===== src/rtl/spi_slave_rsp.sv =====
// SPI mode-0 slave: synchronized pins, full-duplex frame shifter, FIFO-style rx/tx handshakes.
// Latency: SYNC_STAGES+2 clk from last SCK rise to rx_valid; backpressure: none, rx_full drops the frame into sticky rx_overflow.
module spi_slave_rsp #(
    parameter int FRAME_BITS  = 32,
    parameter int SYNC_STAGES = 2
) (
    input  logic                  clk,
    input  logic                  rst,
    input  logic                  spi_sck,
    input  logic                  spi_cs,
    input  logic                  spi_mosi,
    output logic                  spi_miso,
    output logic                  spi_miso_oe,
    output logic [FRAME_BITS-1:0] rx_data,
    output logic                  rx_valid,
    input  logic                  rx_full,
    input  logic [FRAME_BITS-1:0] tx_data,
    input  logic                  tx_valid,
    output logic                  tx_ready,
    output logic                  rx_overflow,
    output logic                  tx_underrun,
    output logic                  frame_abort
);
    localparam int CW = $clog2(FRAME_BITS + 1);
    localparam logic [CW-1:0] LAST = CW'(FRAME_BITS);

    typedef enum logic [1:0] {IDLE, LOAD, SHIFT} state_t;

    state_t                  state, state_nxt;
    logic [SYNC_STAGES-1:0]  sck_sync, cs_sync, mosi_sync;
    logic                    sck_d, cs_d;
    logic [SYNC_STAGES:0]    flush;
    logic                    armed;
    logic [CW-1:0]           bit_cnt;
    logic [FRAME_BITS-1:0]   tx_shift, rx_shift;
    logic                    sck_s, cs_s, mosi_s;
    logic                    sck_rise, sck_fall, cs_fall;
    logic                    frame_done, shift_en;
    logic                    load_take, load_empty, abort;

    assign sck_s      = sck_sync[SYNC_STAGES-1];
    assign cs_s       = cs_sync[SYNC_STAGES-1];
    assign mosi_s     = mosi_sync[SYNC_STAGES-1];
    assign sck_rise   = sck_s & ~sck_d;
    assign sck_fall   = ~sck_s & sck_d;
    assign cs_fall    = cs_d & ~cs_s;
    assign frame_done = (state == SHIFT) && (bit_cnt == LAST);
    assign shift_en   = (state == SHIFT) && !cs_s && !frame_done;

    assign spi_miso    = tx_shift[FRAME_BITS-1];
    assign spi_miso_oe = ~cs_s;
    assign tx_ready    = load_take;

    // armed needs a genuine high CS after the synchronizers flush, so a CS held
    // low across reset is not mistaken for a fresh falling edge.
    always_ff @(posedge clk) begin
        if (rst) begin
            sck_sync  <= '0;
            cs_sync   <= '1;
            mosi_sync <= '0;
            sck_d     <= 1'b0;
            cs_d      <= 1'b1;
            flush     <= '0;
            armed     <= 1'b0;
        end else begin
            sck_sync  <= {sck_sync[SYNC_STAGES-2:0], spi_sck};
            cs_sync   <= {cs_sync[SYNC_STAGES-2:0], spi_cs};
            mosi_sync <= {mosi_sync[SYNC_STAGES-2:0], spi_mosi};
            sck_d     <= sck_s;
            cs_d      <= cs_s;
            flush     <= {flush[SYNC_STAGES-1:0], 1'b1};
            if (flush[SYNC_STAGES] && cs_s) armed <= 1'b1;
        end
    end

    always_ff @(posedge clk) begin
        if (rst) state <= IDLE;
        else     state <= state_nxt;
    end

    always_comb begin
        state_nxt  = state;
        load_take  = 1'b0;
        load_empty = 1'b0;
        abort      = 1'b0;
        case (state)
            IDLE: if (armed && cs_fall) state_nxt = LOAD;
            LOAD: begin
                if (cs_s) begin
                    state_nxt = IDLE;
                end else begin
                    state_nxt  = SHIFT;
                    load_take  = tx_valid;
                    load_empty = ~tx_valid;
                end
            end
            SHIFT: begin
                if (frame_done) begin
                    state_nxt = cs_s ? IDLE : LOAD;
                end else if (cs_s) begin
                    state_nxt = IDLE;
                    abort     = (bit_cnt != '0);
                end
            end
            default: state_nxt = IDLE;
        endcase
    end

    always_ff @(posedge clk) begin
        if (rst) begin
            bit_cnt     <= '0;
            tx_shift    <= '0;
            rx_shift    <= '0;
            rx_data     <= '0;
            rx_valid    <= 1'b0;
            frame_abort <= 1'b0;
            rx_overflow <= 1'b0;
            tx_underrun <= 1'b0;
        end else begin
            rx_valid    <= 1'b0;
            frame_abort <= abort;

            // The fall following the last rise of a frame arrives with bit_cnt
            // already back at 0 and must not shift out the freshly loaded MSB.
            if (load_take) begin
                tx_shift <= tx_data;
            end else if (load_empty) begin
                tx_shift    <= '0;
                tx_underrun <= 1'b1;
            end else if (shift_en && sck_fall && bit_cnt != '0) begin
                tx_shift <= {tx_shift[FRAME_BITS-2:0], 1'b0};
            end

            if (frame_done) begin
                rx_data <= rx_shift;
                if (rx_full) rx_overflow <= 1'b1;
                else         rx_valid    <= 1'b1;
                bit_cnt <= '0;
            end else if (state == SHIFT && cs_s) begin
                bit_cnt  <= '0;
                rx_shift <= '0;
            end else if (shift_en && sck_rise) begin
                rx_shift <= {rx_shift[FRAME_BITS-2:0], mosi_s};
                bit_cnt  <= bit_cnt + CW'(1);
            end
        end
    end
endmodule


===== config.mk =====
export PLATFORM = sky130hd
export DESIGN_NAME = spi_slave_rsp
export DESIGN_NICKNAME = d
export VERILOG_FILES = /design/src/rtl/spi_slave_rsp.sv
export SDC_FILE = /design/constraint.sdc
export NUM_CORES = 1
export LEC_CHECK = 0
export CAP_MARGIN = 0
export CORE_MARGIN = 2
export CORE_UTILIZATION = 35
export CTS_BUF_LIST = sky130_fd_sc_hd__clkbuf_4
export DETAILED_ROUTE_END_ITERATION = 7
export GPL_TIMING_DRIVEN = 0
export HOLD_SLACK_MARGIN = 0.06
export PLACE_DENSITY = 0.54
export SLEW_MARGIN = 10
export SYNTH_ARGS = -nofsm -noshare
export SYNTH_HDL_FRONTEND = slang
export SYNTH_SLANG_ARGS = --single-unit

===== constraint.sdc =====
create_clock -name clk -period 5.5 [get_ports clk]
set_input_delay 1.1 -clock clk [delete_from_list [all_inputs] [get_ports clk]]
set_output_delay 1.1 -clock clk [all_outputs]
set_load 0.01 [all_outputs]

==> results of run 1 <==
==> cell type report <==
class	instances	area [µm²]	area share [%]
sequential	120	2400	41.2
multi-input combinational	320	1890	32.4
timing repair buffer	76	761	13.0
clock inverter	11	226	3.88
tap	172	215	3.69
buffer	43	171	2.94
clock buffer	20	150	2.57
inverter	5	18.8	0.322
==> state kept, by name (all words and copies together) (netlist names), 2 cells and up <==
signal	flops
cs_sync	2
bit_cnt	6
rx_data	32
tx_shift	32
mosi_sync	2
rx_shift	32
sck_sync	2
flush	3
state	2
==> Yosys cell counts (3+ instances only) <==
cell / n / area share (%)
dfxtp_1: 120 / 54
clkbuf_1: 26 / 2.2
inv_1: 5 / 0.42
nand3_1: 32 / 3.6
buf_2: 8 / 0.89
nand2b_1: 3 / 0.42
nand2_1: 38 / 3.2
nor2b_1: 11 / 1.5
a22o_1: 33 / 6.5
a21oi_1: 68 / 7.6
nor2_1: 40 / 3.4
a211oi_1: 31 / 5.2
buf_1: 9 / 0.75
and3_1: 31 / 4.3
==> layer usage <==
layer	up-vias	wire length (µm)
li1	1933	-
met1	1751	4860
met2	88	4770
met3	14	516
met4	0	142
met5	-	0
==> how the worst max path moves through the flow <==
| stage | startpoint | end | slack, ns |
|---|---|---|---|
| floorplan | tx_valid | tx_ready | 2.84 |
| global placement | tx_valid | tx_ready | 1.53 |
| detailed placement | tx_valid | tx_ready | 1.54 |
| CTS | tx_valid | tx_ready | 1.52 |
| global route | tx_valid | tx_ready | 1.40 |
| finish | tx_valid | tx_ready | 1.54 |
==> layout by cell type, fill, tap and decap left out, types with 2 or more instances in the layout <==
| cell | n |
|---|---|
| a211oi_1 | 31 |
| a21oi_1 | 68 |
| a22o_1 | 33 |
| a31oi_1 | 2 |
| and3_1 | 31 |
| buf_1 | 9 |
| buf_2 | 8 |
| bufinv_16 | 7 |
| clkbuf_1 | 26 |
| clkbuf_4 | 20 |
| clkdlybuf4s50_1 | 76 |
| clkinv_1 | 3 |
| dfxtp_1 | 120 |
| ha_1 | 2 |
| inv_1 | 5 |
| nand2_1 | 38 |
| nand2b_1 | 3 |
| nand3_1 | 32 |
| nand4_1 | 2 |
| nor2_1 | 40 |
| nor2b_1 | 11 |
| nor3_1 | 2 |
| nor3b_1 | 2 |
| nor4_1 | 2 |
| or2_2 | 2 |
| xnor2_1 | 2 |
| xor2_1 | 2 |
==> critical path: stages <==
cell and delay [ns]:
clkdlybuf4s50_1 0.55, clkbuf_1 0.33, inv_1 0.10, nor2_1 0.20
clkdlybuf4s50_1 0.57
==> metrics by stage <==
step	hold slack (ns)	power (W)	area (µm²)	utilization [%]	cells
detailed placement	0.396	0.000950	5460	43.4	736
global route	0.423	0.00181	5830	46.4	767
CTS	0.418	0.00176	5830	46.4	767
finish	0.419	0.00174	5830	46.4	767
floorplan	0.389	0.000914	4480	-	488
global placement	0.400	0.000950	5460	43.4	736
==> logic make-up (layout without fill, tap and decap cells) <==
kind of cell,after synthesis,count (layout)
compound gates,141,141
xor+xnor,4,4
fa+ha+maj,2,2
buf+inv,48,155
flops,120,120
mux,1,1
simple gates,172,172
==> power groups by stage <==
| stage | logic (W) | clock network [W] | registers, W |
|---|---|---|---|
| after CTS | 0.0000562 | 0.000832 | 0.000874 |
| after global routing | 0.0000606 | 0.000878 | 0.000875 |
| after floorplan | 0.0000204 | 0 | 0.000894 |
| after detailed placement | 0.0000562 | 0 | 0.000894 |
| final | 0.0000554 | 0.000813 | 0.000874 |
| after global placement | 0.0000557 | 0 | 0.000894 |
==> qor.txt, run 1 <==
Post-DP HPWL: 7410 µm
Vias in the first global route: 3599
Initial antenna violation count: 0
Drt pass-1 iters: 6
Max-cap violations: 0
Root Driver: clkbuf_4
Sequential power share: 50.2%
Startpoint types: primary input
P_leak: 2.09 nW
Setup slack after layout: 1.54 ns
F_max: 253 MHz
# diodes: 0
Number of routed nets with antenna violations: 0
Worst-path clk slew: 0.09 ns
Share of cells above drive strength 1: 7.39%
Hold Startpoint: cs_sync[0]
Cells after synthesis: 488
Worst R2R End: tx_shift[7]
GR peak layer: met2
GP Congestion: 0.803
Worst reg2reg startpoint: bit_cnt[0]
Final Hold Fails: 0
Main combinational cell family by area after synthesis: compound AO/OA/AOI/OAI gates
R2R Setup Slk: 3.17 ns
Worst Tran Pin Value: 0.812 ns
Yosys Warn Count: 0
GRT Residual Overflow: 0
Synth Area in XOR/XNOR: 0.782%
IO buf count: 76
Final Max Tran Viols: 0
Largest net degree at the start of global routing: 17
Area Overhead vs Synth: 30.2%
Peak supply drop: 0.130 mV
Period Utilization, post-route: 71.9%
Global-route wire length before repair: 17200 µm
Core area: 12600 µm²
Final net count: 624
DIE HEIGHT: 117 µm
I/O pins: 78
Synth Area per Inst: 9.18 µm²
Sw Ratio: 19.1%
Per-cell routed wire length: 13.4 µm
Clock power share: 46.6%
Post-synth ARST share: 0%
Post-synth EDFFs: 0
Drt total wl: 10300 µm
CTS buffer count: 17
Post-CTS sizing: 0
Iter 0 DRT Violations: 168
Compound-gate portion of the synthesized area: 21.1%
Clk sinks: 120
Internal Power: 0.00141 W
Adder-Cell Fraction of Synth Area: 0.559%
Crit path required time: 4.40 ns
Number of distinct library cells after synthesis: 38
WHS Endpoint: cs_sync[1]
Crit end category: output port
Worst-path maximum fanout: 10
CTS Hold Buffers Added: 0
Met2 Usage GRT: 26.4%
Total nets after synthesis: 529
NetSw: 0.000334 W
Min cycle time layout: 3.96 ns
Hold path cells: 1
Via count: 3786
Die X: 117 µm
Clock Skew: 0.0170 ns
RSZ-0062 raised after global routing: no
Sequential area share after synthesis: 53.6%
DRC Markers: 0
Post-Synth Simple-Gate Area: 19.5%
Row count: 41
Setup TNS: 0 ns
Combinational power share: 3.2%
HP Class: flop to flop
Via density: 4.94
Met1 usage: 19.7%
TritonCTS clock tree: done
Initial Util: 35.6%
Crit path DAT: 2.86 ns
Clk Latency, worst-skew pair: 0.49 ns
Number of synthesized register bits: 120
Tot GR Track Use: 15.8%
Fillers: 1273
Dpl ws: 1.54 ns
Setup bufs post-CTS: 0
Status: complete, no violations
Final number of setup-violating endpoints: 0
Number of H-tree levels: 4
GRT met3 Usage: 4.48%
Die area: 13700 µm²
Setup Crit Path Kind: primary input to output port
CTS Buffer Depth: 2
Slew headroom: 45.3%
Top FF cell, synth: dfxtp_1
Syn Std Cell Area: 4480 µm²
Multiplexer area fraction after synthesis: 0.223%
Power Density: 299 nW/µm²
R2R depth: 7
(Power assumes the default switching activity.)
==> run 2: changes to the inputs <==
PLACE_DENSITY = 0.56   (was 0.54)
clock period = 3.18 ns   (was 5.5 ns; I/O delays follow)
==> qor.txt, run 2 (synthesis gave the netlist of run 1 again) <==
Status: complete, no violations
Largest net degree at the start of global routing: 17 (unchanged)
GP Congestion: 0.798 (-0.73%)
HP Class: flop to flop
Setup slack after layout: 0.168 ns (-1.38 ns)
Worst-path maximum fanout: 10 (unchanged)
Clk sinks: 120 (unchanged)
Min Hold Slack: 0.419 ns (-0.000126 ns)
Iter 0 DRT Violations: 150 (-11%)
Most frequent cells in the layout: dfxtp_1, clkdlybuf4s50_1, a21oi_1
Sequential power share: 53.0% (+2.8 points)
CTS Buffer Depth: 2 (unchanged)
Clock Skew: 0.0116 ns (-0.00537 ns)
Via density: 4.95 (+0.24%)
Final Max Tran Viols: 0 (unchanged)
Util after Layout: 46.0% (-0.36 points)
Peak supply drop: 0.244 mV (+88%)
RSZ-0062 raised after global routing: no
Initial antenna violation count: 1 (+1)
Number of H-tree levels: 4 (unchanged)
Area Overhead vs Synth: 29.2%
Setup bufs post-CTS: 0 (unchanged)
Die area: 13700 µm² (unchanged)
Period Utilization, post-route: 94.7%
Post-DP HPWL: 7420 µm (about the same)
Vias in the first global route: 3723 (+3.4%)
CTS buffer count: 17 (unchanged)
Startpoint types: primary input
Share of cells above drive strength 1: 7.39% (unchanged)
Drt pass-1 iters: 4 (-2)
DRC Markers: 0 (unchanged)
Clock power share: 43.6% (-3.0 points)
IO buf count: 76 (unchanged)
Min cycle time layout: 3.01 ns
Internal Power: 0.00228 W (+62%)
Final Hold Fails: 0 (unchanged)
Tot GR Track Use: 15.9% (+0.061 points)
Final number of setup-violating endpoints: 0 (unchanged)
Clk Latency, worst-skew pair: 0.48 ns (about the same)
Power Density: 492 nW/µm² (+65%)
Crit path required time: 2.54 ns (-1.86 ns)
Crit end category: output port
DIE HEIGHT: 117 µm (unchanged)
Worst-path clk slew: 0.10 ns (about the same)
F_max: 332 MHz
TritonCTS clock tree: done
Slew headroom: 43.5% (-1.7 points)
NetSw: 0.000574 W (+72%)
Core area: 12600 µm² (unchanged)
Most common cell after layout, fill and taps aside: dfxtp_1
P_leak: 2.07 nW (-1.2%)
Post-CTS sizing: 0 (unchanged)
Global-route wire length before repair: 17300 µm (+0.60%)
Per-cell routed wire length: 13.4 µm (about the same)
Number of routed nets with antenna violations: 0 (unchanged)
I/O pins: 78 (unchanged)
Initial Util: 35.6% (unchanged)
Max-cap violations: 0 (unchanged)
Root Driver: clkbuf_4
Die X: 117 µm (unchanged)
Via count: 3800 (+0.37%)
Setup TNS: 0 ns (unchanged)
Setup Crit Path Kind: primary input to output port
Dpl ws: 0.166 ns (-1.37 ns)
CTS Hold Buffers Added: 0 (unchanged)
GRT Residual Overflow: 0 (unchanged)
Drt total wl: 10300 µm (about the same)
Worst Tran Pin Value: 0.838 ns (+0.0257 ns)
Sw Ratio: 20.1% (+0.99 points)
Biggest regs: rx_data (32), rx_shift (32), tx_shift (32)
Row count: 41 (unchanged)
Final net count: 624 (unchanged)
Combinational power share: 3.4% (+0.2 points)
Crit path DAT: 2.38 ns (-0.48 ns)
## run 2: cell types whose count changed in the layout (fill, tap and decap cells not counted), sizes merged
cell | previous run | this run
bufinv | 7 | 5
clkinv | 4 | 5
clkinvlp | 0 | 1
diode | 0 | 1
## run 2: cell type report
type	instances	area, µm²
diodes	1	2.50
plain buffers	43	171
clock buffers	20	150
clock inverters	11	179
fillers	1254	6780
inverters	5	18.8
multi-input cells	320	1890
flip-flops and latches	120	2400
well taps	172	215
repair buffers	76	761
## run 2: path summary, 6_finish.rpt
path / depth (start not counted) / slack (ns) / from / to
max: 5 / 0.17 / tx_valid / tx_ready
min reg2reg: 1 / 0.42 / cs_sync[0] / cs_sync[1]
min: 1 / 0.42 / cs_sync[0] / cs_sync[1]
max reg2reg: 7 / 0.76 / bit_cnt[0] / tx_shift[14]
## run 2: critical path, cell delays in order
cell and delay, ns:
clkdlybuf4s50_1 0.55, clkbuf_1 0.33, inv_1 0.10, nor2_1 0.18
clkdlybuf4s50_1 0.57
## run 2: metal layers
layer / wire length (µm) / GRT usage [%] / vias up
li1: - / - / 1943
met1: 4880 / 20.0 / 1759
met2: 4730 / 25.9 / 87
met3: 552 / 5.30 / 11
met4: 142 / 5.10 / 0
met5: 0 / 0 / -
## run 2: per-stage QoR
| step | cells | instance area, µm² | total power, W |
|---|---|---|---|
| finish | 768 | 5790 | 0.00285 |
| global placement | 736 | 5460 | 0.00164 |
| detailed placement | 736 | 5460 | 0.00164 |
| global route | 768 | 5790 | 0.00296 |
| CTS | 767 | 5780 | 0.00288 |
| floorplan | 488 | 4480 | 0.00158 |
## run 2: power groups by stage
stage / registers (W) / clock network, W / logic (W)
2_1_floorplan: 0.00155 / 0 / 0.0000354
3_3_place_gp: 0.00155 / 0 / 0.0000957
3_5_place_dp: 0.00155 / 0 / 0.0000970
4_1_cts: 0.00151 / 0.00127 / 0.0000971
5_1_grt: 0.00151 / 0.00134 / 0.000105
6_report: 0.00151 / 0.00124 / 0.0000957
